## config.mk

```make
export PLATFORM = sky130hd
export DESIGN_NAME = sbox_share_scheduler
export DESIGN_NICKNAME = d
export VERILOG_FILES = /design/src/rtl/sbox_share_scheduler.sv
export SDC_FILE = /design/constraint.sdc
export NUM_CORES = 1
export LEC_CHECK = 0
export CORE_UTILIZATION = 44
export DETAILED_ROUTE_END_ITERATION = 8
export HOLD_SLACK_MARGIN = 0.1
export MAX_ROUTING_LAYER = met4
export PLACE_DENSITY = 0.76
export SYNTH_ARGS = -nofsm -noshare
export SYNTH_HDL_FRONTEND = slang
export SYNTH_SLANG_ARGS = --single-unit
```

## constraint.sdc

```tcl
create_clock -name clk -period 2.5 [get_ports clk]
set_clock_uncertainty 0.05 [all_clocks]
set_input_delay 0.375 -clock clk [delete_from_list [all_inputs] [get_ports clk]]
set_output_delay 0.375 -clock clk [all_outputs]
set_load 0.03 [all_outputs]
```

## src/rtl/sbox_share_scheduler.sv

```systemverilog
// Shares one external AES S-box between SubBytes (16-byte state) and SubWord (4-byte key word) jobs.
// Each job is issued byte-serially, reassembled, and returned on a valid/ready result port.
module sbox_share_scheduler #(
  parameter int unsigned SBOX_LAT     = 0,
  parameter bit          KEY_PRIORITY = 1'b1
) (
  input  logic         clk,
  input  logic         rst_n,
  input  logic         st_valid,
  output logic         st_ready,
  input  logic [127:0] st_data,
  output logic         st_res_valid,
  input  logic         st_res_ready,
  output logic [127:0] st_res_data,
  input  logic         kw_valid,
  output logic         kw_ready,
  input  logic [31:0]  kw_data,
  output logic         kw_res_valid,
  input  logic         kw_res_ready,
  output logic [31:0]  kw_res_data,
  output logic [7:0]   sbox_in,
  input  logic [7:0]   sbox_out,
  output logic         busy
);

  typedef enum logic [1:0] {IDLE, RUN_ST, RUN_KW} state_t;

  state_t       state_q, state_d;
  logic         init_q;
  logic         last_st_q;
  logic [127:0] job_q;
  logic [4:0]   cyc_q;
  logic [4:0]   n_bytes;
  logic [4:0]   cap_pos;
  logic         issuing, capturing, cap_last;
  logic         st_elig, kw_elig, key_wins;
  logic         st_acc, kw_acc;

  always_ff @(posedge clk or negedge rst_n) begin
    if (!rst_n) state_q <= IDLE;
    else        state_q <= state_d;
  end

  always_comb begin
    state_d = state_q;
    case (state_q)
      IDLE: begin
        if (st_acc)      state_d = RUN_ST;
        else if (kw_acc) state_d = RUN_KW;
      end
      RUN_ST, RUN_KW: begin
        if (cap_last) state_d = IDLE;
      end
      default: state_d = IDLE;
    endcase
  end

  always_comb begin
    n_bytes   = (state_q == RUN_ST) ? 5'd16 : 5'd4;
    cap_pos   = cyc_q - 5'(SBOX_LAT);
    issuing   = (state_q != IDLE) && (cyc_q < n_bytes);
    // cap_pos underflows (and so exceeds cyc_q) until SBOX_LAT cycles have elapsed
    capturing = (state_q != IDLE) && (cap_pos <= cyc_q);
    cap_last  = capturing && (cap_pos == n_bytes - 5'd1);
    busy      = (state_q != IDLE);
    sbox_in   = issuing ? job_q[{cyc_q[3:0], 3'b000} +: 8] : '0;
    st_elig   = init_q && (state_q == IDLE) && !st_res_valid;
    kw_elig   = init_q && (state_q == IDLE) && !kw_res_valid;
    key_wins  = KEY_PRIORITY || last_st_q;
    st_ready  = st_elig && !(kw_valid && kw_elig && key_wins);
    kw_ready  = kw_elig && !(st_valid && st_elig && !key_wins);
    st_acc    = st_valid && st_ready;
    kw_acc    = kw_valid && kw_ready;
  end

  always_ff @(posedge clk or negedge rst_n) begin
    if (!rst_n) begin
      init_q       <= 1'b0;
      last_st_q    <= 1'b1;
      job_q        <= '0;
      cyc_q        <= '0;
      st_res_valid <= 1'b0;
      kw_res_valid <= 1'b0;
      st_res_data  <= '0;
      kw_res_data  <= '0;
    end else begin
      init_q <= 1'b1;
      if (st_res_valid && st_res_ready) st_res_valid <= 1'b0;
      if (kw_res_valid && kw_res_ready) kw_res_valid <= 1'b0;

      if (st_acc) begin
        job_q     <= st_data;
        last_st_q <= 1'b1;
      end else if (kw_acc) begin
        job_q     <= {96'b0, kw_data};
        last_st_q <= 1'b0;
      end

      if (state_q == IDLE) cyc_q <= '0;
      else                 cyc_q <= cyc_q + 5'd1;

      if (capturing) begin
        if (state_q == RUN_ST) st_res_data[{cap_pos[3:0], 3'b000} +: 8] <= sbox_out;
        else                   kw_res_data[{cap_pos[1:0], 3'b000} +: 8] <= sbox_out;
      end

      if (cap_last) begin
        if (state_q == RUN_ST) st_res_valid <= 1'b1;
        else                   kw_res_valid <= 1'b1;
      end
    end
  end

endmodule
```

==> summary.md <==
| Metric | Value |
|---|---|
| IO Count | `around 350` |
| Die Y | `around 170 µm` |
| Worst-skew pair later-pin latency | `0.55 ns` |
| Leading cell type in the layout, fill and taps excluded | `clkdlybuf4s50_1` |
| Synth Warn # | `0` |
| Max Slew Vio Count | `0` |
| Placed cell count | `about 1,900` |
| Port Buffer Count | `between 300 and 400` |
| Synth Flop Type | `dfrtp_1` |
| Reg clk slew, reported paths | `0.06 ns` |
| Critical Path RT | `between 2 and 2.5 ns` |
| Initial Util | `approximately 45%` |
| Hold_sp | `st_data[57]` |
| Sequential fraction of the synthesis area | `around 57%` |
| Synth Register Bits | `about 300` |
| Crit end category | `output port` |
| Fin. Hold Viols | `0` |
| Max Cap Viol | `0` |
| Final Power | `about 21 mW` |
| Crit path cell chain | `buf_12, buf_12, mux4_2, and3_4, a311o_1, buf_12` |
| Layout cells sized above 1 | `20.8%` |
| Final period util | `116%` |
| Post-route DRC | `0` |
| Leak Pwr | `~8.4 nW` |
| Mapped cell area | `around 13,000 µm²` |
| Drt via density | `about 5.4` |
| Initial antenna violation count | `0` |
| Worst hold stages | `3` |
| Number of flops mapped to enable cells by yosys | `0` |
| Vias | `10,600` |
| Sink Count | `about 300` |
| Syn Inst Count | `approximately 1,200` |
| R2R Path End | `st_res_data[37]` |
| Drt first pass iters | `5` |
| Critical path class | `flip-flop to output port` |
| DRT iter0 DRCs | `830` |
| HPWL Detailed | `between 20,000 and 30,000 µm` |
| Area Overhead vs Synth | `44.9%` |
| Syn Area/Cell | `11.2 µm²` |
| First-pass GRT wire length | `around 61,000 µm` |
| Worst slack, placed | `-0.0672 ns` |
| RePlAce Congestion | `approximately 0.85` |
| CTS H-tree lvls | `1` |
| Setup Viol. Count Final | `8` |
| Maximum buffer depth of the clock tree | `3` |
| Total power per unit cell area | `approximately 1100 nW/µm²` |
| Most frequent CP cell | `buf_12` |
| Hold Path End | `job_q[57]` |
| VDD IR max | `about 0.6 mV` |
| Core ar. | `29,000 µm²` |
| RSZ-0062 raised after global routing | `true` |
| Hold WC Path Type | `primary input to flip-flop` |
| Nets | `about 1,700` |
| Row cnt | `62` |
| Worst setup SP type | `flip-flop` |
| FFs w/ async S/R, synth | `between 90% and 100%` |
| Largest net degree at the start of global routing | `85` |
| Slew HR | `between 50% and 60%` |
| Failing checks | `setup timing` |
| Final core utilization | `between 60% and 70%` |
| CP max stage delay | `roughly 0.50 ns` |
| Die width | `between 150 and 200 µm` |
| Post-Route WL | `approximately 39,000 µm` |
| Congestion Overflow GR | `0` |
| CTS tree | `done` |
| Worst r2r src | `cyc_q[0]` |
| Number of global-route vias before repair | `10,800` |
| Final std cells w/o fill | `1,962` |
| Setup WS post-layout | `-0.410 ns` |
| Outcome | `finished with violations` |
| Netlist cell types | `54` |
| Worst reg2reg path depth | `7` |
| Register-to-register setup slack | `roughly 0.10 ns` |
| Antenna-violating nets left | `0` |
| Diode count | `0` |
| Most frequent cells in the layout | `clkdlybuf4s50_1 (334), nand2_1 (305), dfrtp_1 (296)` |
| Slowest cell on crit path | `mux4_2` |
| Total CTS buffers | `31` |
| Root buffer cell | `clkbuf_16` |
| Arr. time, crit path | `2.49 ns` |
| Worst Tran Pin Value | `approximately 0.69 ns` |
| Fin crit period | `2.91 ns` |
| Max FO, Critical Path | `5` |
| FMAX | `344 MHz` |
| Hold slack final | `0.301 ns` |
| Full die area | `just over 30,000 µm²` |
| Total Routing Usage GR | `a little over a quarter` |
| Syn_nets | `around 1,400` |
| Avg WL per Cell | `around 20 µm` |
[kinds of logic after synthesis]
logic type	synth area share (%)
multiplexers	15.3
other	0.0285
AO/OA/AOI/OAI	6.76
buffers and inverters	2.89
AND/OR/NAND/NOR	17.1
flip-flops	56.8
XOR/XNOR	0.267
adder cells (fa/ha/maj)	0.857
[power breakdown]
part / total [mW] / switching [mW] / internal, mW
Clock: 4.73 / 1.83 / 2.90
Sequential: 7.17 / 0.868 / 6.30
Combinational: 9.14 / 5.04 / 4.10
Total: 21.0 / 7.74 / 13.3
[layout make-up]
type,count,area [µm²]
well taps,384,480
inverters,24,92.6
multi-input cells,783,5650
flip-flops and latches,298,7460
clock inverters,8,143
clock buffers,45,908
fillers,2201,9980
repair buffers,420,4290
[flip-flops by register name, indices dropped and copies added, names as in the netlist]
| signal | flops |
|---|---|
| kw_res_valid | 1 |
| kw_res_data | 32 |
| st_res_valid | 1 |
| init_q | 1 |
| st_res_data | 128 |
| job_q | 128 |
| cyc_q | 5 |
| state_q | 2 |
[stage by stage]
stage | setup TNS (ns) | instance area, µm²
after floorplan | 0 | 13100
after global placement | 0 | 17300
after detailed placement | -0.149 | 17300
after CTS | -3.20 | 18800
after global routing | -3.64 | 19000
final | -2.82 | 19000
[per-layer routing]
layer	wire [µm]	global-route usage, %	vias up
met5	0	-	-
met4	905	7.14	0
li1	-	-	4863
met1	16700	35.0	5256
met3	2440	4.44	56
met2	19100	42.4	409
[critical path, delay by kind of cell (launching register included)]
kind	cells	cell delay, ns
flops	1	0.40
mux	1	0.50
simple gates	1	0.19
compound gates	1	0.40
buf+inv	3	0.44
[what timing repair did]
item | in CTS | in global routing
hold buffers | 1 | 0
endpoints found under the setup margin | 10 | 78
setup buffers | 14 | 7
pin swaps | 5 | 4
hold endpoints to repair | 78 | 0
cloned | 2 | 1
resized for setup | 43 | 23
[how the worst max path moves through the flow]
stage,slack (ns),from,to,depth (start not counted)
floorplan,0.008,state_q[1],sbox_in[0],8
global placement,0.0005,state_q[1],sbox_in[4],8
detailed placement,-0.07,state_q[1],sbox_in[1],8
CTS,-0.40,state_q[0],sbox_in[6],8
global route,-0.47,state_q[1],sbox_in[6],9
finish,-0.41,cyc_q[0],sbox_in[6],6
[cells in the mapped netlist (14+ instances only)]
cell,instances,area (µm²)
and3_1,17,106
nor2_1,14,52.6
o31ai_1,24,180
mux2i_1,14,140
mux4_2,25,563
clkbuf_1,47,176
nand2b_1,15,93.8
dfrtp_1,298,7460
a22oi_1,32,240
nand3_1,107,536
a22o_1,20,175
and2_1,19,119
inv_1,24,90.1
nand2_1,307,1150
mux2_2,116,1310
Power figures use the tool's default switching activity.
